--- src/rtl/ras_stack.sv ---
// ras_stack: return address stack with push/pop/coroutine, wrap on overflow/underflow, checkpoint restore
module ras_stack #(
   parameter int RAS_DEPTH        = 8,
   parameter int RAS_TARGET_WIDTH = 12,
   parameter int LOG_RAS_DEPTH    = $clog2(RAS_DEPTH)
) (
   input  logic                        CLK,
   input  logic                        nRST,
   input  logic                        link_valid,
   input  logic [RAS_TARGET_WIDTH-1:0] link_target,
   input  logic                        ret_valid,
   output logic [RAS_TARGET_WIDTH-1:0] ret_target,
   output logic [LOG_RAS_DEPTH-1:0]    ras_index,
   output logic [LOG_RAS_DEPTH:0]      ras_count,
   output logic                        ras_empty,
   input  logic                        update_valid,
   input  logic [LOG_RAS_DEPTH-1:0]    update_ras_index,
   input  logic [LOG_RAS_DEPTH:0]      update_ras_count
);
   localparam logic [LOG_RAS_DEPTH:0] full_cnt = (LOG_RAS_DEPTH+1)'(RAS_DEPTH);
   logic [RAS_TARGET_WIDTH-1:0] stack [RAS_DEPTH];
   logic [LOG_RAS_DEPTH-1:0]    ptr, ptr_nxt, wr_idx;
   logic [LOG_RAS_DEPTH:0]      cnt, cnt_nxt;
   logic                        push, pop, wr_en;
   assign ret_target = stack[ptr];
   assign ras_index  = ptr;
   assign ras_count  = cnt;
   assign ras_empty  = (cnt == '0);
   always_comb begin
      push    = link_valid & ~ret_valid & ~update_valid;
      pop     = ret_valid & ~link_valid & ~update_valid;
      wr_en   = link_valid & ~update_valid;
      wr_idx  = ret_valid ? ptr : ptr + 1'b1;
      ptr_nxt = update_valid ? update_ras_index : push ? ptr + 1'b1 : pop ? ptr - 1'b1 : ptr;
      cnt_nxt = update_valid ? ((update_ras_count > full_cnt) ? full_cnt : update_ras_count) :
                push ? ((cnt == full_cnt) ? cnt : cnt + 1'b1) :
                pop  ? ((cnt == '0) ? cnt : cnt - 1'b1) : cnt;
   end
   always_ff @(posedge CLK or negedge nRST) begin
      if (!nRST) begin
         ptr <= '0;
         cnt <= '0;
         for (int i = 0; i < RAS_DEPTH; i++) stack[i] <= '0;
      end else begin
         ptr <= ptr_nxt;
         cnt <= cnt_nxt;
         if (wr_en) stack[wr_idx] <= link_target;
      end
   end
endmodule

--- config.mk ---
export PLATFORM = sky130hd
export DESIGN_NAME = ras_stack
export DESIGN_NICKNAME = d
export VERILOG_FILES = /design/src/rtl/ras_stack.sv
export SDC_FILE = /design/constraint.sdc
export NUM_CORES = 1
export LEC_CHECK = 0
export CORE_UTILIZATION = 41
export CTS_BUF_LIST = sky130_fd_sc_hd__clkbuf_2 sky130_fd_sc_hd__clkbuf_4 sky130_fd_sc_hd__clkbuf_8
export CTS_CLUSTER_DIAMETER = 60
export CTS_CLUSTER_SIZE = 20
export DETAILED_ROUTE_END_ITERATION = 8
export GPL_ROUTABILITY_DRIVEN = 0
export PLACE_DENSITY_LB_ADDON = 0.05
export SLEW_MARGIN = 20
export SYNTH_ARGS = -nofsm -noshare
export SYNTH_HDL_FRONTEND = slang
export SYNTH_SLANG_ARGS = --single-unit
--- constraint.sdc ---
create_clock -name CLK -period 3.3 [get_ports CLK]
set_input_delay 0.33 -clock CLK [delete_from_list [all_inputs] [get_ports CLK]]
set_output_delay 0.33 -clock CLK [all_outputs]
set_load 0.02 [all_outputs]
Word level (Yosys, flattened, before mapping)
Cells that the tools add are included.
{"block": "word_totals", "reg_bits": 103, "latchBits": 0, "ramBits": 0, "mem_bits_ro": 0, "inputBits": 24, "word_cells": 51, "mem_count": 0}
{"block": "op_classes", "n_addsub": 4, "n_mul": 0, "n_div": 0, "order_cmp": 4, "eq_ne": 3, "shift": 0, "mux": 16, "bitwise_logic": 10, "reduce_logical": 4}
{"op": "bitwise mux 96 bit", "count": 1}
{"op": "binary-select mux 12 bit (select 3 bit)", "count": 1}
{"op": "demux 12 bit (select 3 bit)", "count": 1}
{"op": "two-way mux 12 bit", "count": 3}
{"op": "two-way mux 4 bit", "count": 6}
{"op": "two-way mux 3 bit", "count": 4}
{"op": ">= comparator 4 bit (second input constant)", "count": 2}
{"op": "NOT 3 -> 4 bit", "count": 2}
{"op": "AND 1 bit", "count": 5}
{"op": "adder 4 x 1 -> 4 bit (second input constant)", "count": 1}
{"op": "equality test 4 bit (second input constant)", "count": 1}
{"op": "greater-than comparator 4 bit (second input constant)", "count": 1}
{"op": "zero test 4 bit", "count": 1}
{"op": "< comparator 4 x 1 -> 1 bit (second input constant)", "count": 1}
{"op": "subtractor 4 x 1 -> 4 bit (second input constant)", "count": 1}
{"op": "adder 3 x 1 -> 3 bit (second input constant)", "count": 1}
{"op": "inequality test 3 x 1 -> 1 bit (second input constant)", "count": 1}
{"op": "inequality test 3 bit (second input constant)", "count": 1}
{"op": "NOT 1 bit", "count": 3}
{"op": "AND reduction 3 bit", "count": 1}
{"op": "nonzero test 3 bit", "count": 1}
{"op": "subtractor 3 x 1 -> 3 bit (second input constant)", "count": 1}
{"op": "logical AND 1 bit", "count": 1}

Depth between registers and ports, before layout
{"block": "depth", "depth_word": 8, "depth_mapped": 9, "depth_no_buf": 7}

Least setup slack after synthesis
Ideal clock, no wire load.
{"block": "synth_path", "kind": "flip-flop to flip-flop", "startpoint": "register ptr[0] (netlist: ras_index[0])", "endpoint": "register stack[25] (netlist name)", "setup_time_ns": 0.125, "t_arrival_ns": 2.562, "required_time_ns": 3.175, "slack_ns": 0.614, "stages_incl_launch_ff": 10, "n_path_buf": 3, "cell_sequence": "dfrtp_1 > buf_4 > buf_4 > inv_1 > ha_1 > or3_1 > o21ai_2 > nor3b_4 > buf_6 > mux2_2"}
{"block": "synth_via", "elab_chain_len": 8}
{"element": "start: declaration", "line": "22", "text": "logic [LOG_RAS_DEPTH-1:0] ptr, ptr_nxt, wr_idx;"}
{"element": "start signal: assignment", "line": "45", "text": "ptr <= ptr_nxt;"}
{"element": "adder 3 x 1 -> 3 bit", "line": "33", "text": "wr_idx = ret_valid ? ptr : ptr + 1'b1;"}
{"element": "two-way mux 3 bit *", "line": "33"}
{"element": "NOT 3 -> 4 bit (implied by the code) *", "line": "47", "text": "if (wr_en) stack[wr_idx] <= link_target;"}
{"element": ">= comparator 4 bit (implied by the code) / < comparator 4 x 1 -> 1 bit (equally long branches)", "line": "47"}
{"element": "logical AND 1 bit (implied by the code)", "line": "47"}
{"element": "two-way mux 12 bit (implied by the code)", "line": "47"}
{"element": "demux 12 bit (select 3 bit) *", "line": "47"}
{"element": "bitwise mux 96 bit *", "line": "47"}
{"element": "end signal: indexed assignment", "line": "47"}
{"element": "end: declaration", "line": "21", "text": "logic [RAS_TARGET_WIDTH-1:0] stack [RAS_DEPTH];"}
Every way passes the cells marked *; elsewhere a longest branch is shown, timed or not.
A chain may end at the register's enable or synchronous reset.

Worst setup path in the final report
{"block": "layout_path", "startpoint": "register ptr[0] (netlist: ras_index[0])", "endpoint": "output ret_target[1]"}
{"block": "layout_via", "elab_chain_len": 4}
{"element": "NOT 3 -> 4 bit (implied by the code)", "line": "25", "text": "assign ret_target = stack[ptr];"}
{"element": "binary-select mux 12 bit (select 3 bit)", "line": "25"}
{"element": "two-way mux 12 bit (implied by the code) (2 in series)", "line": "25"}
{"element": "end: declaration", "line": "12", "text": "output logic [RAS_TARGET_WIDTH-1:0] ret_target,"}
Every way passes these cells. The select of a mux whose other input is x is not followed.

==> qor.yml <==
logic_synthesis:
  syn_nets: 354
  synthCells: 325
  ys_types: 44
  synth_top_area_cell: "dfrtp_1"
  synthTopCellsByArea: "dfrtp_1 (51%), mux2_2 (24%), mux4_2 (11%), buf_4 (1.0%), ha_1 (1.0%)"
  synth_seq_area_share_pct: 51.3
  syn_avg_cell_area_sq_um: 15.5
  async_reset_ff_share_pct: 100
  yosysMostFrequentCell: "mux2_2"
  synth.yosys.warnings: 0
  synth_top_area_share_pct: 51.3
  synth-edff-count: 0
  synthFlopType: "dfrtp_1"
  synth_area_sq_um: 5030
  synth_commonest_cells: "mux2_2 (106), dfrtp_1 (103), mux4_2 (24)"
  ys_seq_elements: 103
critical_path:
  path_cells: "buf_4 > mux4_2 > mux2_2 > clkdlybuf4s50_1"
  crit_fanout: 12
  critical-path-slowest-cell: "dfrtp_2"
  critPathCapture: "ret_target[1]"
  critPathLaunchType: "flip-flop"
  crit_type: "reg -> out"
  r2r-end: "stack[29]"
  cp.required_ns: 2.97
  reg2reg_slack_ns: 0.76
  ff2ff_path_depth: 7
  crit_buf_inv: 2
  cp_slowest_stage_delay_ns: 0.54
  path_delay_family: "buffers and inverters"
  critical_path_arrival_ns: 2.62
  crit_cells: 4
  cp-end-kind: "output pin"
  r2r-start: "ras_index[0]"
  crit_path_start: "ras_index[0]"
clock_network:
  numCtsBuffers: 9
  h-tree-depth: 3
  cts_tree: "done"
  clkSinkCount: 103
  clockBufferDepth: 2
  clock_latency_ns: 0.38
  ctsResizeCount: 0
  post_cts_buffers: 0
  cts_root_buffer: "clkbuf_8"
  clkTransAtPathRegs_ns: 0.10
drt:
  ant_nets: 0
  wl_met1_mm: 4.80
  routed_wl_mm: 10.3
  drt-pass1-iter-count: 4
  vias: 2861
  wl_met3_um: 329
  met2_length_mm: 5.07
  initialDrtViolationCount: 124
  drc: 0
  viasPerCell: 5.42
  wire_per_inst_um: 19.5
  highest_layer: "met4"
sta:
  fin_crit_ns: 2.95
  finClkSkew_ns: 0.00549
  rsz0062_at_grt: "false"
  min_period_over_period_pct: 89.5
  finalSetupViolations: 0
  slew_headroom_pct: 54.7
  worst_slew_pin_slew_ns: 0.679
  fin_setup_tns_ns: 0
  slew_viol_final: 0
  hold_viol_final: 0
  fmax_mhz: 338
grt:
  overflow: 0
  antenna_found_initial: 0
  grt_max_degree: 57
  grtUsageTotal_pct: 18.7
  grt_pass1_wl_mm: 17.4
  grt_pass1_vias: 3112
floorplanning:
  dieWidth_um: 113
  num_rows: 40
  die_area_sq_um: 12700
  die_h_um: 113
  initial_utilization_pct: 42.0
  fp.coreArea_sq_um: 12000
  ioPinCount: 44
final_layout:
  layout-drive-gt1-share_pct: 45.9
  area_growth_pct: 17.0
  antenna_cells: 0
  fillers: 1084
  nets: 405
  stdcell_count: 528
placement:
  io_buffers: 43
  dp_hpwl_mm: 6.67
  dp_cells: 511
power:
  p_leak_nw: 2.45
  vdd_drop_max_mv: 0.456
  power_mw: 4.66
  powerDensity_nw_per_um2: 792
worst_hold_path:
  hp-class: "in -> reg"
flow_run:
  cap_violations: 0
outcome:
  status: "completed"
==> kinds of logic after synthesis <==
| group | after synthesis | share of synthesized area (%) |
|---|---|---|
| AOI/OAI and AO/OA | 22 | 3.14 |
| xor gates and xnor gates | 5 | 1.24 |
| adders and majority gates | 5 | 1.39 |
| buffers and inverters | 23 | 2.79 |
| DFF | 103 | 51.3 |
| muxes | 135 | 35.6 |
| and+or+nand+nor | 32 | 4.60 |
==> state kept, by name, indices dropped and copies added (netlist names) <==
register,flops
ras_count,4
ras_index,3
stack,96
==> worst reg2reg max path, stage by stage (launching register included) <==
cell and delay (ns):
dfrtp_2 0.54, inv_1 0.12, ha_1 0.39, or3_1 0.35, o21ai_2 0.09, nor3b_4 0.41, buf_12 0.19, mux2_2 0.34
==> per-layer routing <==
metal	up-vias	GRT usage (%)
met5	-	0
met4	0	5.07
met3	7	5.36
met2	36	30.0
met1	1505	25.0
li1	1313	-
==> layout make-up <==
class | count | area, sq um | area share [%]
Timing Repair Buffer | 59 | 576 | 9.78
Clock inverter | 7 | 96.3 | 1.64
Multi-Input combinational cell | 199 | 2310 | 39.3
Tap cell | 147 | 184 | 3.13
Sequential cell | 103 | 2580 | 43.8
Clock buffer | 9 | 124 | 2.11
Inverter | 4 | 15.0 | 0.255
==> worst min-delay path by stage <==
| stage | slack (ns) | end | cells past startpoint | start |
|---|---|---|---|---|
| floorplan | 0.03 | ras_count[0] | 0 | nRST |
| global placement | 0.41 | stack[95] | 1 | nRST |
| detailed placement | 0.41 | stack[72] | 1 | nRST |
| CTS | 0.46 | ras_count[2] | 3 | update_ras_count[2] |
| global route | 0.50 | ras_count[2] | 3 | update_ras_count[2] |
| finish | 0.49 | ras_count[2] | 3 | update_ras_count[2] |
==> layout by cell type, fill, tap and decap left out, drive strengths merged, types with 2 or more instances in the layout <==
cell type and instances:
nand3b 2, mux4 24, a221oi 3, or3 2
nor2b 4, nor3b 4, nand2 6, clkdlybuf4s50 42
xnor2 2, o21ai 6, nand2b 4, clkinvlp 3
mux2 109, buf 16, xor2 3, nand3 4
ha 4, nor2 4, a21oi 5, inv 5
mux2i 2, bufinv 2, dfrtp 103, clkbuf 9
==> where the power goes <==
part	total, mW	switching [mW]	internal (mW)	leakage (nW)
registers	2.15	0.302	1.85	1.26
clock network	0.878	0.450	0.428	0.102
logic	1.63	0.578	1.05	1.09
total	4.66	1.33	3.33	2.45
==> per-stage QoR <==
stage	instance area (sq um)	util, %	hold slack (ns)	worst slack (ns)
2_1_floorplan	5030	-	0.0344	0.614
4_1_cts	5880	49.2	0.456	0.271
3_5_place_dp	5650	47.3	0.409	0.568
5_1_grt	5880	49.2	0.497	0.186
3_3_place_gp	5650	47.3	0.406	0.629
6_report	5880	49.2	0.492	0.346
==> timing repair <==
action | CTS | global route
hold buffers | 1 | 0
setup endpoints to repair | 0 | 0
endpoints found under the hold margin | 47 | 0
Note: power is estimated with default switching activity, not from simulation.
==> variant (same settings) <==
`RAS_TARGET_WIDTH`: 12 -> 18.
--- a/src/rtl/ras_stack.sv
+++ b/src/rtl/ras_stack.sv
@@ -1,7 +1,7 @@
 // ras_stack: return address stack with push/pop/coroutine, wrap on overflow/underflow, checkpoint restore
 module ras_stack #(
    parameter int RAS_DEPTH        = 8,
-   parameter int RAS_TARGET_WIDTH = 12,
+   parameter int RAS_TARGET_WIDTH = 18,
    parameter int LOG_RAS_DEPTH    = $clog2(RAS_DEPTH)
 ) (
    input  logic                        CLK,
Ports: changed (resized link_target and ret_target); port bits go from 44 to 56. No check against the original RTL was run, so the function may have changed too.
==> variant against the original RTL <==
Hold slack lost 0.063 ns. Total power increased by 50%. Routed wire length increased by 44%. Critical endpoint is now ret_target[6]. Count of clock-buffer cells in the layout up 15. Setup slack improved by 0.0053 ns. Sequential cell count grew 48. Sequential share of layout area grew 1.3 points. Core utilization up 0.84 points. Global-route usage is 0.20 points lower. Design area grew 43%. Synthesized area is 42% higher.
==> variant: results (changes against the original RTL) <==
* Outcome: finished clean
* Vias in the first global route at 4,414 (+42%)
* Share of layout cells above drive strength 1 at 0.460 (about the same)
* Net Sw Power at 0.00194 W (+46%)
* Crit path max fanout at 19 (+7)
* Hold Worst Slack at 0.429 ns (-0.0626 ns)
* Cells after Synth at 443 (+36%)
* Slowest cell on crit path: dfrtp_2
* Hold depth at 3 (unchanged)
* Data buffer area share at 0.0855 (-0.0123)
* N_taps at 220 (+50%)
* Cell count of the worst reg-to-reg path at 7 (unchanged)
* Clock Power Share at 0.210 (+0.022)
* Sequential share of the synthesized area at 0.529 (+0.0168)
* PD cells at 831 mW/mm^2 (+4.9%)
* Num CTS Buffers at 17 (+8)
* Post-DP Area at 0.00796 mm^2 (+41%)
* Largest net degree at the start of global routing at 66 (+16%)
* H-tree lvl count at 4 (+1)
* Clock buffer count at 24 (+15)
* Clk_skew at 0.0150 ns (+0.00948 ns)
* Post-CTS setup buffers at 0 (unchanged)
* Total Routed Length at 14,900 um (+44%)
* DRC violation total after the first TritonRoute iteration at 133 (+7.3%)
* Gr usage total at 0.185 (-0.00200)
* Sink Count at 151 (+47%)
* Worst rel slew slack at 0.552 (+0.00437)
* Worst r2r dst: stack[140]
* Largest stage delay, worst path at 0.60 ns (+0.06 ns)
* Clk_lat worst skew at 0.44 ns (+0.06 ns)
* Register area at 0.00378 mm^2 (+47%)
* Vias/cell at 5.42 (+0.11%)
* Port buffer count at 55 (+28%)
* Number of fill cells in the layout at 1,442 (+33%)
* R2R Setup Slk at 0.77 ns
* Leading post-synthesis cells by cell area: dfrtp_1 53%, mux2_2 22%, mux4_2 11%
* Area occupied by multi-input gates at 0.00318 mm^2 (+38%)
* Layout clock area frac at 0.0497 (+0.0123)
* Seq pwr share at 0.456 (-0.006)
* Placed cells at 709 (+39%)
* Largest register FFs at 144 (+50%)
* Area added between synthesis and finish at 17.5%
* Final nets at 544 (+34%)
* Post-synth cell types at 47 (+6.8%)
* CTS clk-pin slew, worst paths at 0.08 ns (-0.02 ns)
* CP Capture Point: ret_target[6]
* Pre-Repair DR Iteration Count at 5 (+1)
* Global-route wire length before repair at 24,500 um (+41%)
* Most instantiated cells after synthesis: 151 x dfrtp_1, 141 x mux2_2, 36 x mux4_2, 22 x mux2_1, 7 x buf_4
* Period utilization at 0.894 (-0.00160)
* Origin of the critical flop-to-flop path: ras_index[1]
* Multi-Input Combinational at 265 (+33%)
* Pre-CTS setup slack at 0.687 ns (+0.118 ns)
* Leak at 3.52 nW (+43%)
* Routed len/inst at 20.1 um (+2.8%)
* Final HPWL DP at 9130 um (+37%)
* Post-Syn Nets at 478 (+35%)
* Worst vdd ir at 0.354 mV (-22%)
## variant: worst reg2reg max path, cell delays in order (launching register included)
cell and delay (ns):
dfrtp_2 0.60, inv_2 0.07, ha_1 0.35, nor3b_1 0.27, o21ai_2 0.16, nor2_4 0.40
buf_12 0.22, mux2_2 0.34
## variant: kinds of logic (layout without fill, tap and decap cells)
group / after synthesis / after routing / share of synthesized area
compound gates: 21 / 21 / 0.0210
xor+xnor: 6 / 6 / 0.0110
flops: 151 / 151 / 0.529
buf+inv: 27 / 106 / 0.0251
mux: 201 / 201 / 0.374
fa+ha+maj: 5 / 5 / 0.00982
simple gates: 32 / 32 / 0.0300
## variant: metal layers
layer  vias up  share of wire  global-route usage  routed length (um)
met1      2152           0.47               0.245                6960
li1       1798              -                   -                   -
met4         0         0.0071              0.0417                 105
met2        67           0.49               0.304                7310
met5         -              0                   0                   0
met3         8          0.034              0.0491                 506
